File: src/rtl/bw_mult_pkg.sv
// Sizing helpers shared by the pipelined Baugh-Wooley multiplier and its
// reduction layer.
package bw_mult_pkg;

    localparam int MAX_PROD_W = 128;

    function automatic int num_red_stages(input int m, input int lps);
        return (m - 1 + lps - 1) / lps;
    endfunction

    function automatic int latency(input int m, input int lps);
        return num_red_stages(m, lps) + 2;
    endfunction

    // The two constant ones that turn the complemented sign terms into a
    // proper two's-complement product: 2^m + 2^(2m-1).
    function automatic logic [MAX_PROD_W-1:0] bw_correction(input int m);
        logic [MAX_PROD_W-1:0] c;
        c = '0;
        c[m] = 1'b1;
        c[2*m-1] = 1'b1;
        return c;
    endfunction

endpackage

File: src/rtl/bw_reduction_layer.sv
// One carry-save layer: folds partial-product row ROW into the running
// sum/carry pair and retires the lowest sum bit as a finished product bit.
module bw_reduction_layer
    import bw_mult_pkg::*;
#(
    parameter int M   = 8,
    parameter int ROW = 1
) (
    input  logic [M-1:0] pp,
    input  logic [M-1:0] sum_in,
    input  logic [M-1:0] carry_in,
    input  logic         is_signed,
    output logic [M-1:0] sum_out,
    output logic [M-1:0] carry_out,
    output logic         prod_bit
);

    // Last row complements everything except its sign bit; other rows only
    // complement their top bit.
    localparam logic [M-1:0] FLIP = (ROW == M - 1) ? {1'b0, {(M-1){1'b1}}}
                                                   : {1'b1, {(M-1){1'b0}}};

    logic [M-1:0] row;
    logic [M-1:0] sum_hi;

    // sum_in[j] sits one column below carry_in[j]; shifting aligns them.
    assign row       = pp ^ (is_signed ? FLIP : '0);
    assign sum_hi    = {1'b0, sum_in[M-1:1]};
    assign sum_out   = sum_hi ^ carry_in ^ row;
    assign carry_out = (sum_hi & carry_in) | (sum_hi & row) | (carry_in & row);
    assign prod_bit  = sum_in[0];

endmodule

File: src/rtl/bw_pipelined_multiplier.sv
// Pipelined M x M Baugh-Wooley multiplier with runtime signed/unsigned mode
// and valid/ready flow control; one product per cycle when not stalled.
module bw_pipelined_multiplier
    import bw_mult_pkg::*;
#(
    parameter int M                = 8,
    parameter int LAYERS_PER_STAGE = 2
) (
    input  logic           clk,
    input  logic           rst_n,
    input  logic           in_valid,
    output logic           in_ready,
    input  logic [M-1:0]   a,
    input  logic [M-1:0]   b,
    input  logic           is_signed,
    output logic           out_valid,
    input  logic           out_ready,
    output logic [2*M-1:0] out_product
);

    localparam int LPS = LAYERS_PER_STAGE;
    localparam int NR  = num_red_stages(M, LPS);
    localparam logic [2*M-1:0] CORR = (2*M)'(bw_correction(M));

    logic           stall;
    logic           vld_reg   [0:NR];
    logic           sgn_reg   [0:NR];
    logic [M-1:0]   pp_reg    [0:NR][0:M-1];
    logic [M-1:0]   sum_reg   [1:NR];
    logic [M-1:0]   carry_reg [1:NR];
    logic [M-2:0]   ret_reg   [1:NR];
    logic [M-1:0]   lay_sum   [1:M-1];
    logic [M-1:0]   lay_carry [1:M-1];
    logic [M-2:0]   lay_ret   [1:M-1];
    logic [M-1:0]   row0;
    logic [2*M-1:0] merged;

    assign stall    = out_valid & ~out_ready;
    assign in_ready = ~stall;
    assign row0     = pp_reg[0][0] ^ {sgn_reg[0], {(M-1){1'b0}}};

    genvar gi;

    // Stage 0: raw partial products and the operand mode.
    always_ff @(posedge clk) begin
        if (!rst_n) begin
            vld_reg[0] <= 1'b0;
        end else if (!stall) begin
            vld_reg[0] <= in_valid & in_ready;
        end
    end

    always_ff @(posedge clk) begin
        if (!stall) begin
            sgn_reg[0] <= is_signed;
        end
    end

    for (gi = 0; gi < M; gi++) begin : g_pp
        always_ff @(posedge clk) begin
            if (!stall) begin
                pp_reg[0][gi] <= a & {M{b[gi]}};
            end
        end
    end

    // Layer gi consumes row gi+1; the first layer of each stage reads the
    // previous stage's registers, the others chain combinationally.
    for (gi = 0; gi < M - 1; gi++) begin : g_layer
        localparam int STG = gi / LPS + 1;
        logic [M-1:0] s_in;
        logic [M-1:0] c_in;
        logic [M-2:0] r_in;
        logic         bit_out;

        if (gi == 0) begin : g_src_pp
            assign s_in = row0;
            assign c_in = '0;
            assign r_in = '0;
        end else if ((gi % LPS) == 0) begin : g_src_reg
            assign s_in = sum_reg[STG-1];
            assign c_in = carry_reg[STG-1];
            assign r_in = ret_reg[STG-1];
        end else begin : g_src_chain
            assign s_in = lay_sum[gi];
            assign c_in = lay_carry[gi];
            assign r_in = lay_ret[gi];
        end

        bw_reduction_layer #(.M(M), .ROW(gi + 1)) u_layer (
            .pp        (pp_reg[STG-1][gi+1]),
            .sum_in    (s_in),
            .carry_in  (c_in),
            .is_signed (sgn_reg[STG-1]),
            .sum_out   (lay_sum[gi+1]),
            .carry_out (lay_carry[gi+1]),
            .prod_bit  (bit_out)
        );

        assign lay_ret[gi+1] = r_in | ((M-1)'(bit_out) << gi);
    end

    // Reduction stages; the last one may hold fewer than LPS layers.
    for (gi = 1; gi <= NR; gi++) begin : g_stage
        localparam int BND = (gi * LPS < M - 1) ? gi * LPS : M - 1;

        always_ff @(posedge clk) begin
            if (!rst_n) begin
                vld_reg[gi] <= 1'b0;
            end else if (!stall) begin
                vld_reg[gi] <= vld_reg[gi-1];
            end
        end

        always_ff @(posedge clk) begin
            if (!stall) begin
                sgn_reg[gi]   <= sgn_reg[gi-1];
                pp_reg[gi]    <= pp_reg[gi-1];
                sum_reg[gi]   <= lay_sum[BND];
                carry_reg[gi] <= lay_carry[BND];
                ret_reg[gi]   <= lay_ret[BND];
            end
        end
    end

    // Carry-propagate merge; the retired low bits sit under the sum/carry pair.
    assign merged = ((2*M)'(sum_reg[NR]) << (M - 1))
                  + ((2*M)'(carry_reg[NR]) << M)
                  + (2*M)'(ret_reg[NR])
                  + (sgn_reg[NR] ? CORR : '0);

    always_ff @(posedge clk) begin
        if (!rst_n) begin
            out_valid   <= 1'b0;
            out_product <= '0;
        end else if (!stall) begin
            out_valid <= vld_reg[NR];
            if (vld_reg[NR]) begin
                out_product <= merged;
            end
        end
    end

endmodule

File: config.mk
export PLATFORM = sky130hd
export DESIGN_NAME = bw_pipelined_multiplier
export DESIGN_NICKNAME = d
export VERILOG_FILES = /design/src/rtl/bw_mult_pkg.sv /design/src/rtl/bw_reduction_layer.sv /design/src/rtl/bw_pipelined_multiplier.sv
export SDC_FILE = /design/constraint.sdc
export NUM_CORES = 1
export LEC_CHECK = 0
export BUFFER_PORTS_ARGS = -buffer_cell sky130_fd_sc_hd__buf_2
export CAP_MARGIN = 40
export CORE_MARGIN = 5
export CORE_UTILIZATION = 60
export CTS_CLUSTER_DIAMETER = 80
export DETAILED_ROUTE_END_ITERATION = 6
export PLACE_DENSITY = 0.78
export SLEW_MARGIN = 0
export SYNTH_ARGS = -nofsm -noshare
export SYNTH_HDL_FRONTEND = slang
export SYNTH_HIERARCHICAL = 1
export SYNTH_SLANG_ARGS = --single-unit
File: constraint.sdc
create_clock -name clk -period 3.53 [get_ports clk]
set_input_delay 0.353 -clock clk [delete_from_list [all_inputs] [get_ports clk]]
set_output_delay 0.353 -clock clk [all_outputs]
set_load 0.02 [all_outputs]
==> impl_summary.md <==
Run status
The run finished with clean final reports.

Power and ir drop
The maximum vdd ir drop is 460 uV. The standby leakage power is 0.00439 uW. The ratio of total power to cell area is about 670 nW/um^2.

CTS
The number of clock sinks seen by CTS is 246. The clock slew at the register clock pins of the worst setup and hold paths is approximately 0.06 ns. For the worst-skew pair, the clock arrives at the later sink with an insertion delay of 0.52 ns. TritonCTS built the clock tree. The root buffer cell chosen for the clock tree is clkbuf_16. No sink is reached through more buffers than the 3 on the longest clock path. The quantity of gates resized following cts is 0. The number of buffers added by the clock tree synthesis step is 24. In this run the number of H-tree levels came out at 1.

Layout
Compared with the post-synthesis result, the final layout area differs by 11.8%. The post-layout instance area is between 10000 and 15000 um^2. The fraction of the core area covered by cells at the end of the flow is 0.683.

The diode insertion count for antenna repair is 0. The number of flip-flops under the largest register name is ~140. Of the cells placed in the final design, the portion with a size suffix greater than 1 is 0.124. The count of placed standard cells in the final layout, fillers left out is a little over 800. The net total in the final layout is approximately 680. Fill cells in the final layout number 1008.

Die
The I/O pin total is 39. Measured along the y axis, the die boundary spans 137 um. The die covers around 19000 um^2. The region available for standard cell placement spans 15800 um^2. The initial core utilization is 0.611.

The number of core rows is 46. The die boundary width is 137 um.

Synth
Ranked by instance count, the synthesized netlist is headed by edfxtp_1, and2_1, fa_1. The count of flip-flops with a built-in enable after synthesis is 228. The cell type with the highest aggregate area in the netlist is edfxtp_1.

edfxtp_1 is the most common cell in the netlist. The post-synthesis instance area is 9680 um^2. The predominant post-synthesis flop cell is edfxtp_1. Counting distinct cell types in the post-synthesis netlist gives 41. Sorting the synthesized cells by area gives the leading types as edfxtp_1, fa_1, and2_1. The part of the Yosys area used for sequential elements is 0.745. Averaged over all synthesized cells, the footprint is 18.4 um^2. In this run, synthesis produced a sequential element count of roughly 250. The count of warnings emitted by yosys is 6. The top cell type's share of synthesized area is 0.707.

Counting flops with an async set or reset pin after synthesis yields a share of 0. The number of standard cells after synthesis is 526.

Setup path
The worst setup path is captured at a flop. The reg-to-reg endpoint is out_product[15]. The most frequent cell on the critical path is inv_1.

In this run the worst setup path begins at carry_reg[0][24]. The critical path goes through inv_1 > fa_1 > inv_1 > ha_1 > inv_1 > fa_1 > nand2b_1 > a21oi_1 > o31a_1 > o211ai_1. The data required time of the worst path is 3.90 ns. The critical path launch point type is a flop. The setup path with the least slack is of type reg2reg. The launching point of the worst reg2reg path is carry_reg[0][24]. In this design, the stage delay of the slowest critical-path cell is ~0.4 ns. The worst-path maximum fanout is 3. The worst endpoint data arrival time is approximately 2.7 ns. The critical-path cell with the highest stage delay is fa_1. In this run the register-to-register setup slack is 1.23 ns. Counting cells, the worst reg-to-reg path comes to 10.

Detailed routing
After detailed routing, the number of remaining DRC violations is 0. The via count of the routed design is between 4000 and 5000. In the final routed layout, each cell accounts on average for 15.7 um. The first-iteration detailed-routing DRC count is 195. The pre-antenna-repair detailed-routing pass consisted of 4 iterations. Using the TritonRoute via totals, the vias-per-cell ratio works out to about 5.

The final routed wirelength across all metal layers is 12900 um. In this run the remaining antenna-violating nets after routing total 0.

Timing
Of the available clock period, the critical path in the final layout requires 0.651. The final worst clock skew is 0.0188 ns. Measured against its own limit, the worst slew margin works out to 0.387.

The final hold slack is 0.171 ns. The maximum clock frequency is 0.435 GHz. The worst path in the final design needs a cycle of 2.30 ns, including I/O delays and setup. For the pin with the worst max-slew slack, the measured transition is 0.916 ns.

Setup violations remaining at the end of the flow were counted as 0. Setup total negative slack on the finished layout was measured at 0 ns. The max-slew violation count is 0. The total count of hold-check failures in the final report is 0. Setup repair after global routing left no endpoint under its margin.

Hold path
The min-delay analysis places its worst path in the category in2reg. The endpoint with the worst hold slack is vld_reg[0]. Counting instances, the worst hold path has a depth of 2. The source of the worst hold timing path is in_valid.

Run
Max-cap violations in this run came to 0.

Global routing
The largest net degree at the start of global routing is 118. The via count of the first global-routing pass is roughly 4300. Across every metal layer, demand over resource in global routing totals 0.148.

The first-pass GRT wire length is 21500 um. The total congestion overflow after global routing is 0. The initial antenna violation count is 0.

Place
After detailed placement, the design holds a cell count of 775. The quantity of I/O buffers inserted on ports is 38. The placement-stage cell area is 10100 um^2. At the end of routability-driven placement, the weighted congestion stood at 0.760.

The final HPWL from detailed placement is 8450 um.
final cells by class:
cell class | instances | area (um^2) | area share
sequential | 246 | 7210 | 0.666
multi-input combinational | 236 | 2260 | 0.209
clock buffer | 31 | 627 | 0.0579
tap | 216 | 270 | 0.0250
timing repair buffer | 40 | 220 | 0.0204
inverter | 38 | 150 | 0.0139
clock inverter | 13 | 86.3 | 0.00798
worst max path at each step:
stage | endpoint | slack [ns] | depth (start not counted)
floorplan | out_product[4] | 0.78 | 7
finish | out_product[15] | 1.23 | 10
global route | out_product[15] | 1.10 | 10
CTS | out_product[15] | 1.25 | 10
detailed placement | out_product[15] | 1.26 | 10
global placement | out_product[15] | 1.36 | 10
per-stage QoR:
step | total power [uW] | worst slack [ns]
detailed placement | 5110 | 1.26
global placement | 4990 | 1.36
finish | 7290 | 1.23
CTS | 7390 | 1.25
floorplan | 4770 | 0.779
global route | 7750 | 1.10
per-layer routing:
metal / share of wire / track usage
met1: 0.39 / 0.182
met5: 0 / 0
met2: 0.53 / 0.265
met3: 0.044 / 0.0301
met4: 0.029 / 0.0466
repair_timing:
action                    4_1_cts  5_1_grt
hold endpoints to repair        1        0
buffers inserted                0        0
hold buffers                    1        0
power by group:
group / switching (uW) / leakage, uW / internal, uW
clock network: 989 / 0.000347 / 1260
logic: 601 / 0.00132 / 492
registers: 175 / 0.00273 / 3770
layout by cell type, fill, tap and decap left out, types with 3 or more instances in the layout:
cell type  count
inv_1         36
edfxtp_1     228
clkinv_2       6
nand2b_1       3
nand3_1        5
xnor2_1        7
clkbuf_16     24
clkbuf_1       7
a21oi_1       16
and2_1        64
buf_2         38
fa_1          51
and3_1         4
nor2_1         6
dfxtp_1       18
xor2_1         8
nand2_1       24
clkinv_1       6
ha_1          19
conb_1         8
cell families (layout without fill, tap and decap cells):
kind of cell / after synthesis / in the layout / share of synthesized area
AO/OA/AOI/OAI: 28 / 28 / 0.0175
XOR/XNOR: 16 / 16 / 0.0160
adder cells (fa/ha/maj): 70 / 70 / 0.130
buffers and inverters: 51 / 122 / 0.0248
flip-flops: 246 / 246 / 0.745
other: 1 / 8 / 0.000387
AND/OR/NAND/NOR: 114 / 114 / 0.0666
worst max-delay path, delay by kind of cell (launching register included):
family,cells,cell delay (ns)
buffers and inverters,3,0.16
adders and majority gates,3,0.96
and+or+nand+nor,1,0.18
DFF,1,0.32
AOI/OAI and AO/OA,3,0.52
Note: power is estimated with default switching activity, not from simulation.
